[config.mk]
export PLATFORM = sky130hd
export DESIGN_NAME = spi_controller_flat
export DESIGN_NICKNAME = d
export VERILOG_FILES = /design/src/rtl/spi_controller_if.sv /design/src/rtl/spi_controller.sv /design/src/flat_wrapper.sv
export SDC_FILE = /design/constraint.sdc
export NUM_CORES = 1
export LEC_CHECK = 0
export CAP_MARGIN = 20
export CORE_UTILIZATION = 48
export CTS_CLUSTER_DIAMETER = 30
export DETAILED_ROUTE_END_ITERATION = 7
export PLACE_DENSITY_LB_ADDON = 0.15
export SLEW_MARGIN = 0
export SYNTH_ARGS = -nofsm -noshare
export SYNTH_HDL_FRONTEND = slang
export SYNTH_SLANG_ARGS = --single-unit
[constraint.sdc]
create_clock -name clk -period 2.1 [get_ports clk]
set_input_delay 0.525 -clock clk [delete_from_list [all_inputs] [get_ports clk]]
set_output_delay 0.525 -clock clk [all_outputs]
set_load 0.01 [all_outputs]
[src/rtl/spi_controller_if.sv]
// rtl/spi_controller_if.sv - command and SPI pin bundle for spi_controller; SPI_READBACK_EN adds cmd_write/cipo/rd_data
interface spi_controller_if;
   logic       cmd_valid;
   logic       cmd_ready;
   logic [6:0] cmd_addr;
   logic [7:0] cmd_data;
   logic       busy;
   logic       done;
   logic       sclk;
   logic       ncs;
   logic       copi;
`ifdef SPI_READBACK_EN
   logic       cmd_write;
   logic       cipo;
   logic [7:0] rd_data;
`endif

   modport master (
      input  cmd_valid, cmd_addr, cmd_data,
      output cmd_ready, busy, done, sclk, ncs, copi
`ifdef SPI_READBACK_EN
      , input cmd_write, cipo
      , output rd_data
`endif
   );

   modport slave (
      output cmd_valid, cmd_addr, cmd_data,
      input  cmd_ready, busy, done, sclk, ncs, copi
`ifdef SPI_READBACK_EN
      , output cmd_write, cipo
      , input rd_data
`endif
   );
endinterface

[src/rtl/spi_controller.sv]
// rtl/spi_controller.sv - SPI mode-0 initiator sending 16-bit register frames, MSB first
// Optional SPI_READBACK_EN: bit15 from cmd_write, cipo captured on bits 8..15 into rd_data.
module spi_controller #(
   parameter int CLK_DIV = 4,
   parameter int GAP_CYC = 4
) (
   input logic              clk,
   input logic              rst,
   spi_controller_if.master bus
);
   typedef enum logic [2:0] {S_IDLE, S_LOW, S_HIGH, S_HOLD, S_GAP} state_t;

   localparam logic [7:0] DIV_LAST = 8'(CLK_DIV - 1);
   localparam logic [7:0] GAP_LAST = 8'(GAP_CYC - 1);

   state_t      r_state;
   state_t      w_state_nxt;
   logic [7:0]  r_div;
   logic [7:0]  w_div_nxt;
   logic [4:0]  r_bit_cnt;
   logic [4:0]  w_bit_cnt_nxt;
   logic [15:0] r_shift;
   logic [15:0] w_shift_nxt;
   logic        r_sclk;
   logic        r_ncs;
   logic        r_copi;
   logic        r_done;
   logic        r_busy;
   logic        r_cmd_ready;
   logic        w_accept;
   logic        w_div_last;
   logic        w_bit_end;
   logic        w_frame_end;
   logic        w_frame_bit15;
   logic        w_copi_nxt;

`ifdef SPI_READBACK_EN
   assign w_frame_bit15 = bus.cmd_write;
`else
   assign w_frame_bit15 = 1'b1;
`endif

   assign w_accept    = (r_state == S_IDLE) && bus.cmd_valid;
   assign w_div_last  = (r_div == DIV_LAST);
   assign w_bit_end   = (r_state == S_HIGH) && w_div_last;
   assign w_frame_end = (r_state == S_HOLD) && w_div_last;

   always_ff @(posedge clk or posedge rst) begin
      if (rst) begin
         r_state <= S_IDLE;
      end else begin
         r_state <= w_state_nxt;
      end
   end

   // r_div times every phase; it restarts at zero on each state change.
   always_comb begin
      w_state_nxt   = r_state;
      w_div_nxt     = r_div + 8'd1;
      w_bit_cnt_nxt = r_bit_cnt;
      w_shift_nxt   = r_shift;
      case (r_state)
         S_IDLE: begin
            w_div_nxt = 8'd0;
            if (w_accept) begin
               w_state_nxt   = S_LOW;
               w_bit_cnt_nxt = 5'd0;
               w_shift_nxt   = {w_frame_bit15, bus.cmd_addr, bus.cmd_data};
            end
         end
         S_LOW: begin
            if (w_div_last) begin
               w_state_nxt = S_HIGH;
               w_div_nxt   = 8'd0;
            end
         end
         S_HIGH: begin
            if (w_div_last) begin
               w_div_nxt   = 8'd0;
               w_shift_nxt = {r_shift[14:0], 1'b0};
               if (r_bit_cnt != 5'd16) begin
                  w_bit_cnt_nxt = r_bit_cnt + 5'd1;
               end
               w_state_nxt = (r_bit_cnt == 5'd15) ? S_HOLD : S_LOW;
            end
         end
         S_HOLD: begin
            if (w_div_last) begin
               w_state_nxt = S_GAP;
               w_div_nxt   = 8'd0;
            end
         end
         S_GAP: begin
            if (r_div == GAP_LAST) begin
               w_state_nxt = S_IDLE;
               w_div_nxt   = 8'd0;
            end
         end
         default: begin
            w_state_nxt = S_IDLE;
            w_div_nxt   = 8'd0;
         end
      endcase

      // copi only moves on entry to LOW (sclk low or falling); it is parked at 0 outside the frame.
      w_copi_nxt = 1'b0;
      case (w_state_nxt)
         S_LOW:          w_copi_nxt = w_shift_nxt[15];
         S_HIGH, S_HOLD: w_copi_nxt = r_copi;
         default:        w_copi_nxt = 1'b0;
      endcase
   end

   always_ff @(posedge clk or posedge rst) begin
      if (rst) begin
         r_div       <= 8'd0;
         r_bit_cnt   <= 5'd0;
         r_shift     <= 16'd0;
         r_sclk      <= 1'b0;
         r_ncs       <= 1'b1;
         r_copi      <= 1'b0;
         r_done      <= 1'b0;
         r_busy      <= 1'b0;
         r_cmd_ready <= 1'b1;
      end else begin
         r_div       <= w_div_nxt;
         r_bit_cnt   <= w_bit_cnt_nxt;
         r_shift     <= w_shift_nxt;
         r_sclk      <= (w_state_nxt == S_HIGH);
         r_ncs       <= !(w_state_nxt inside {S_LOW, S_HIGH, S_HOLD});
         r_copi      <= w_copi_nxt;
         r_done      <= w_frame_end;
         r_busy      <= (w_state_nxt != S_IDLE);
         r_cmd_ready <= (w_state_nxt == S_IDLE);
      end
   end

   assign bus.sclk      = r_sclk;
   assign bus.ncs       = r_ncs;
   assign bus.copi      = r_copi;
   assign bus.done      = r_done;
   assign bus.busy      = r_busy;
   assign bus.cmd_ready = r_cmd_ready;

`ifdef SPI_READBACK_EN
   logic [7:0] r_rx;
   logic [7:0] r_rd_data;
   logic       r_is_write;

   // cipo is taken in the final HIGH cycle, just before sclk falls, for the data byte only.
   always_ff @(posedge clk or posedge rst) begin
      if (rst) begin
         r_rx       <= 8'd0;
         r_rd_data  <= 8'd0;
         r_is_write <= 1'b0;
      end else begin
         if (w_accept) begin
            r_is_write <= bus.cmd_write;
         end
         if (w_bit_end && (r_bit_cnt >= 5'd8)) begin
            r_rx <= {r_rx[6:0], bus.cipo};
         end
         if (w_frame_end && !r_is_write) begin
            r_rd_data <= r_rx;
         end
      end
   end

   assign bus.rd_data = r_rd_data;
`endif
endmodule

[src/flat_wrapper.sv]
// flat-port wrapper written by rule: the top's interface ports become plain ports
module spi_controller_flat 
#(
   parameter int CLK_DIV = 4,
   parameter int GAP_CYC = 4
)
  (clk, rst, bus_cmd_valid, bus_cmd_addr, bus_cmd_data, bus_cmd_ready, bus_busy, bus_done, bus_sclk, bus_ncs, bus_copi);
  spi_controller_if bus_i ();
  input logic clk;
  input logic rst;
  input wire logic [$bits(bus_i.cmd_valid)-1:0] bus_cmd_valid;
  input wire logic [$bits(bus_i.cmd_addr)-1:0] bus_cmd_addr;
  input wire logic [$bits(bus_i.cmd_data)-1:0] bus_cmd_data;
  output wire logic [$bits(bus_i.cmd_ready)-1:0] bus_cmd_ready;
  output wire logic [$bits(bus_i.busy)-1:0] bus_busy;
  output wire logic [$bits(bus_i.done)-1:0] bus_done;
  output wire logic [$bits(bus_i.sclk)-1:0] bus_sclk;
  output wire logic [$bits(bus_i.ncs)-1:0] bus_ncs;
  output wire logic [$bits(bus_i.copi)-1:0] bus_copi;
  assign bus_i.cmd_valid = bus_cmd_valid;
  assign bus_i.cmd_addr = bus_cmd_addr;
  assign bus_i.cmd_data = bus_cmd_data;
  assign bus_cmd_ready = bus_i.cmd_ready;
  assign bus_busy = bus_i.busy;
  assign bus_done = bus_i.done;
  assign bus_sclk = bus_i.sclk;
  assign bus_ncs = bus_i.ncs;
  assign bus_copi = bus_i.copi;
  spi_controller #(.CLK_DIV(CLK_DIV), .GAP_CYC(GAP_CYC)) u_core (.clk(clk), .rst(rst), .bus(bus_i));
endmodule
# Word level (Yosys, flattened, before mapping)

Cells that the tools add are included.

Register bits: 38
Output and inout port bits: 6
Word-level logic and storage cells: 55

Add/sub/neg operators: 2
Equality and inequality tests: 13
Mux-type cells: 17
Reduce and logical (&&, ||, !) cells: 12

Operators by type and width:

| cell                                                  | count |
|---|---|
| two-way mux 16 bit                                    | 2 |
| case mux 16 bit (2 select lines)                      | 1 |
| two-way mux 8 bit                                     | 2 |
| two-way mux 3 bit                                     | 5 |
| two-way mux 5 bit                                     | 3 |
| case mux 3 bit (5 select lines)                       | 1 |
| == test 3 x 2 -> 1 bit, second input constant         | 4 |
| case mux 5 bit (2 select lines)                       | 1 |
| adder 8 x 1 -> 8 bit, second input constant           | 1 |
| == test 8 x 2 -> 1 bit, second input constant         | 1 |
| == test 3 x 1 -> 1 bit, second input constant         | 2 |
| logical NOT 3 bit                                     | 2 |
| nonzero test 3 bit                                    | 2 |
| adder 5 x 1 -> 5 bit, second input constant           | 1 |
| == test 5 x 4 -> 1 bit, second input constant         | 1 |
| inequality test 5 bit, second input constant          | 1 |
| inequality test 2 x 1 -> 1 bit, second input constant | 2 |
| AND reduction 4 bit                                   | 1 |
| OR reduction 4 bit                                    | 1 |
| == test 3 bit, second input constant                  | 1 |
| AND reduction 3 bit                                   | 1 |
| logical AND 1 bit                                     | 2 |
| two-way mux 2 bit                                     | 1 |
| inequality test 2 bit, second input constant          | 1 |
| other kinds (4)                                       | 4 |

# Longest topological paths before layout

Depth after elaboration: 7
Gate-level depth with buffers: 7

# Worst setup path before layout

OpenSTA, ideal clock, no wires.

Kind: register -> register
Start: register u_core.r_div[0]
End: register u_core.r_bit_cnt[2]
Data arrival time: 1.890 ns
Slack: 0.091 ns
Stages on the path, launching flop included: 8
Cell sequence: dfrtp_1 -> ha_1 -> or3b_1 -> clkbuf_1 -> nor3_4 -> buf_4 -> a211oi_1 -> a31o_1

Word-level cells in the longest chain between the ends: 3

Ends and longest elaborated chain:

| element                                         | line                  | text |
|---|---|---|
| from (decl)                                     | spi_controller.sv:18  | `logic [7:0] r_div;` |
| from (signal assigned)                          | spi_controller.sv:126 | `r_div <= w_div_nxt;` |
| == test 8 x 2 -> 1 bit                          | spi_controller.sv:44  | `assign w_div_last = (r_div == DIV_LAST);` |
| inequality test 2 x 1 -> 1 bit (no source line) | n/a                   |  |
| AND reduction 4 bit (no source line)            | n/a                   |  |
| to (signal assigned)                            | spi_controller.sv:127 | `r_bit_cnt <= w_bit_cnt_nxt;` |
| to (decl)                                       | spi_controller.sv:20  | `logic [4:0] r_bit_cnt;` |

No other way between the ends.
A chain may end at the register's enable or synchronous reset.

# Worst setup path in the final report

Start: register u_core.r_div[7]
End: register u_core.r_bit_cnt[2]

The elaborated chain is that of the path after synthesis.

==> qor.csv <==
stage,metric,value,unit
global_route,GRT Util Overall,19.2,%
critical_path,CP max FO,6,
placement,post-DP HPWL,2300,um
synth,Yosys cell types,44,
critical_path,reg-to-reg startpoint,u_core.r_div[7],
critical_path,CP required,2270,ps
clock_network,CTS clock-pin slew for the worst setup and hold paths,70,ps
global_route,first-pass GRT wire length,5930,um
timing,final setup fails,0,
clock_network,TritonCTS clock tree,yes,
finish,share of cells above drive strength 1,15.8,%
floorplanning,Die W,63.0,um
synth,post-synth top area cell,dfrtp_1,
critical_path,RR Endpoint,u_core.r_bit_cnt[2],
global_route,grt total ovfl,0,
finish,Finished Layout Cells,242,
detailed_routing,Met2 Wirelength,1590,um
detailed_routing,routed vias,1297,
synth,most numerous cell in the Yosys netlist,dfrtp_1,
timing,Final Critical Period,2020,ps
detailed_routing,routed vias/inst,5.36,
synth,commonest cells in the netlist,"dfrtp_1, nor2_1, a21o_1, a22o_1",
placement,gpl congestion,0.733,
floorplanning,CORE AREA,3440,um2
synth,"Top FF cell, synth",dfrtp_1,
synth,Yosys top cell area share,50.4,%
placement,DP Area,2160,um2
global_route,largest net degree at the start of global routing,39,
timing,fmax,496,MHz
finish,area grow syn2layout,29.3,%
detailed_routing,uppermost layer routed,met4,
clock_network,post-cts resize count,0,
synth,"flops & latches, synth",38,
placement,Inst Count DP,233,
finish,Filler Cell Count,268,
finish,Post-layout nets,217,
timing,Layout Skew,4.91,ps
synth,cells after synthesis,159,
clock_network,Clock Latency Late Sink,280,ps
clock_network,CTS max path bufs,2,
detailed_routing,per-cell routed wire length,13.6,um
placement,PortBufs,23,
critical_path,crit path capture,u_core.r_bit_cnt[2],
detailed_routing,metal1 wirelength,1530,um
timing,relative slew slack,61.6,%
synth,Post-synth EDFFs,0,
timing,Final Hold Fails,0,
synth,Mapped Avg Cell Area,11.2,um2
critical_path,Setup crit end kind,flop,
floorplanning,Die H,63.0,um
clock_network,cts hold-fix bufs,0,
critical_path,critical setup path kind,reg2reg,
floorplanning,Std-Cell Rows,21,
power_and_ir_drop,VDD IR max,0.838,mV
power_and_ir_drop,Leak Pwr,1.09,nW
synth,post-synthesis async set-or-reset flop share,100,%
power_and_ir_drop,P per Cell Area,1270,nW/um2
timing,setup TNS,0,ps
detailed_routing,Post-DRT Antenna Nets,0,
floorplanning,Initial Util,51.9,%
hold_path,Hold Crit Class,reg2reg,
finish,diode count,0,
status,outcome,completed,
detailed_routing,Detailed Routing Iterations Pass 1,4,
critical_path,CP Launch Type,flop,
floorplanning,die area,3970,um2
clock_network,H-tree levels,2,
timing,"Period Utilization, post-route",96.1,%
critical_path,Worst Setup SP,u_core.r_div[7],
synth,"Seq/Total Area, Yosys",53.4,%
critical_path,Arrival @ worst endpoint,2190,ps
synth,Ys Warns,0,
timing,worst slew pin tran,575,ps
clock_network,Num CTS Buffers,5,
finish,Final Cell Area,2310,um2
clock_network,Root Driver,clkbuf_8,
detailed_routing,Initial DRC Count,65,
clock_network,clk sinks,38,
power_and_ir_drop,Total Power Consumption,2.94,mW
synth,Synthesized Nets,181,
synth,Netlist Area Pre-Place,1790,um2
detailed_routing,WL met3,140,um
timing,fin. max-slew vios,0,
detailed_routing,total wire length,3280,um
critical_path,flop2flop setup slack,80,ps
synth,Synth area leaders,"dfrtp_1, a22o_1, a21o_1",
clock_network,Post-CTS Setup Bufs,0,
global_route,vias in the first global route,1304,
detailed_routing,DRC,0,
floorplanning,io pins,24,
global_route,initial antenna violation count,0,
run,Max Cap Violations,0,
critical_path,R2R depth,5,
## layout make-up
cell class,instances,area (um2),area share [%]
Sequential cell,38,953,41.3
Multi-Input combinational cell,106,779,33.7
Timing Repair Buffer,38,355,15.4
Clock buffer,6,82.6,3.57
Clock inverter,2,60.1,2.60
Tap cell,46,57.6,2.49
Inverter,6,22.5,0.975
## flip-flops by register name, indices dropped and copies added (netlist names)
| signal | flops |
|---|---|
| u_core.bus.busy | 1 |
| u_core.r_state | 3 |
| u_core.bus.sclk | 1 |
| u_core.bus.copi | 1 |
| u_core.r_shift | 16 |
| u_core.bus.done | 1 |
| u_core.bus.ncs | 1 |
| u_core.bus.cmd_ready | 1 |
| u_core.r_div | 8 |
| u_core.r_bit_cnt | 5 |
## stage by stage
stage | hold slack, ps | setup WS, ps | util [%]
after floorplan | 424 | 90.7 | -
after global placement | 434 | 98.1 | 62.8
after detailed placement | 452 | 56.7 | 62.8
after CTS | 461 | 72.2 | 66.9
after global routing | 486 | -9.11 | 67.1
final | 454 | 82.0 | 67.1
## cell families (layout without fill, tap and decap cells)
family | count (synthesis) | in the layout | synth area share (%)
buf+inv | 15 | 52 | 3.50
mux | 2 | 2 | 1.12
simple gates | 49 | 49 | 16.3
xor+xnor | 8 | 8 | 3.92
flops | 38 | 38 | 53.4
fa+ha+maj | 4 | 4 | 2.80
compound gates | 43 | 43 | 19.0
## critical path, stage by stage (launching register included)
cell	delay [ps]
dfrtp_1	400
or4_1	700
nor3_4	370
buf_4	180
a211oi_1	70
a31o_1	190
## report_power, final
group	switching [mW]	leakage, nW	total (mW)	internal, mW
sequential	0.155	0.478	1.16	1.01
combinational	0.500	0.542	1.03	0.528
clock	0.242	0.0714	0.749	0.506
total	0.897	1.09	2.94	2.04
## cells in the final DEF, fill, tap and decap left out, types with 2 or more instances in the layout
master / n
a211oi_1: 2
dfrtp_1: 36
nor2b_1: 3
xnor2_1: 4
o21ai_0: 2
nand3_1: 2
bufinv_16: 2
a22o_1: 14
clkbuf_8: 6
ha_1: 4
clkdlybuf4s50_1: 23
and3_1: 3
buf_4: 14
mux2i_1: 2
nor2_1: 19
inv_1: 6
a21o_1: 14
nand2b_1: 2
dfstp_2: 2
nand2_1: 5
o31ai_1: 2
nor4_1: 2
xor2_1: 4
## worst min-delay path by stage
stage	start	to	slack (ps)	cells after the start
after floorplan	u_core.r_div[0]	u_core.r_div[0]	420	1
after global placement	u_core.r_div[0]	u_core.r_div[0]	430	1
after detailed placement	u_core.r_div[0]	u_core.r_div[0]	450	1
after CTS	u_core.r_div[0]	u_core.r_div[0]	460	1
after global routing	u_core.r_div[0]	u_core.r_div[0]	490	1
final	u_core.r_div[0]	u_core.r_div[0]	450	1
## layer usage
layer | vias to the layer above | global-route usage [%]
met5 | - | 0
met4 | 0 | 4.36
met3 | 2 | 5.84
met2 | 29 | 31.2
met1 | 630 | 25.0
li1 | 636 | -
No activity file was read; power rests on OpenSTA's default activity.
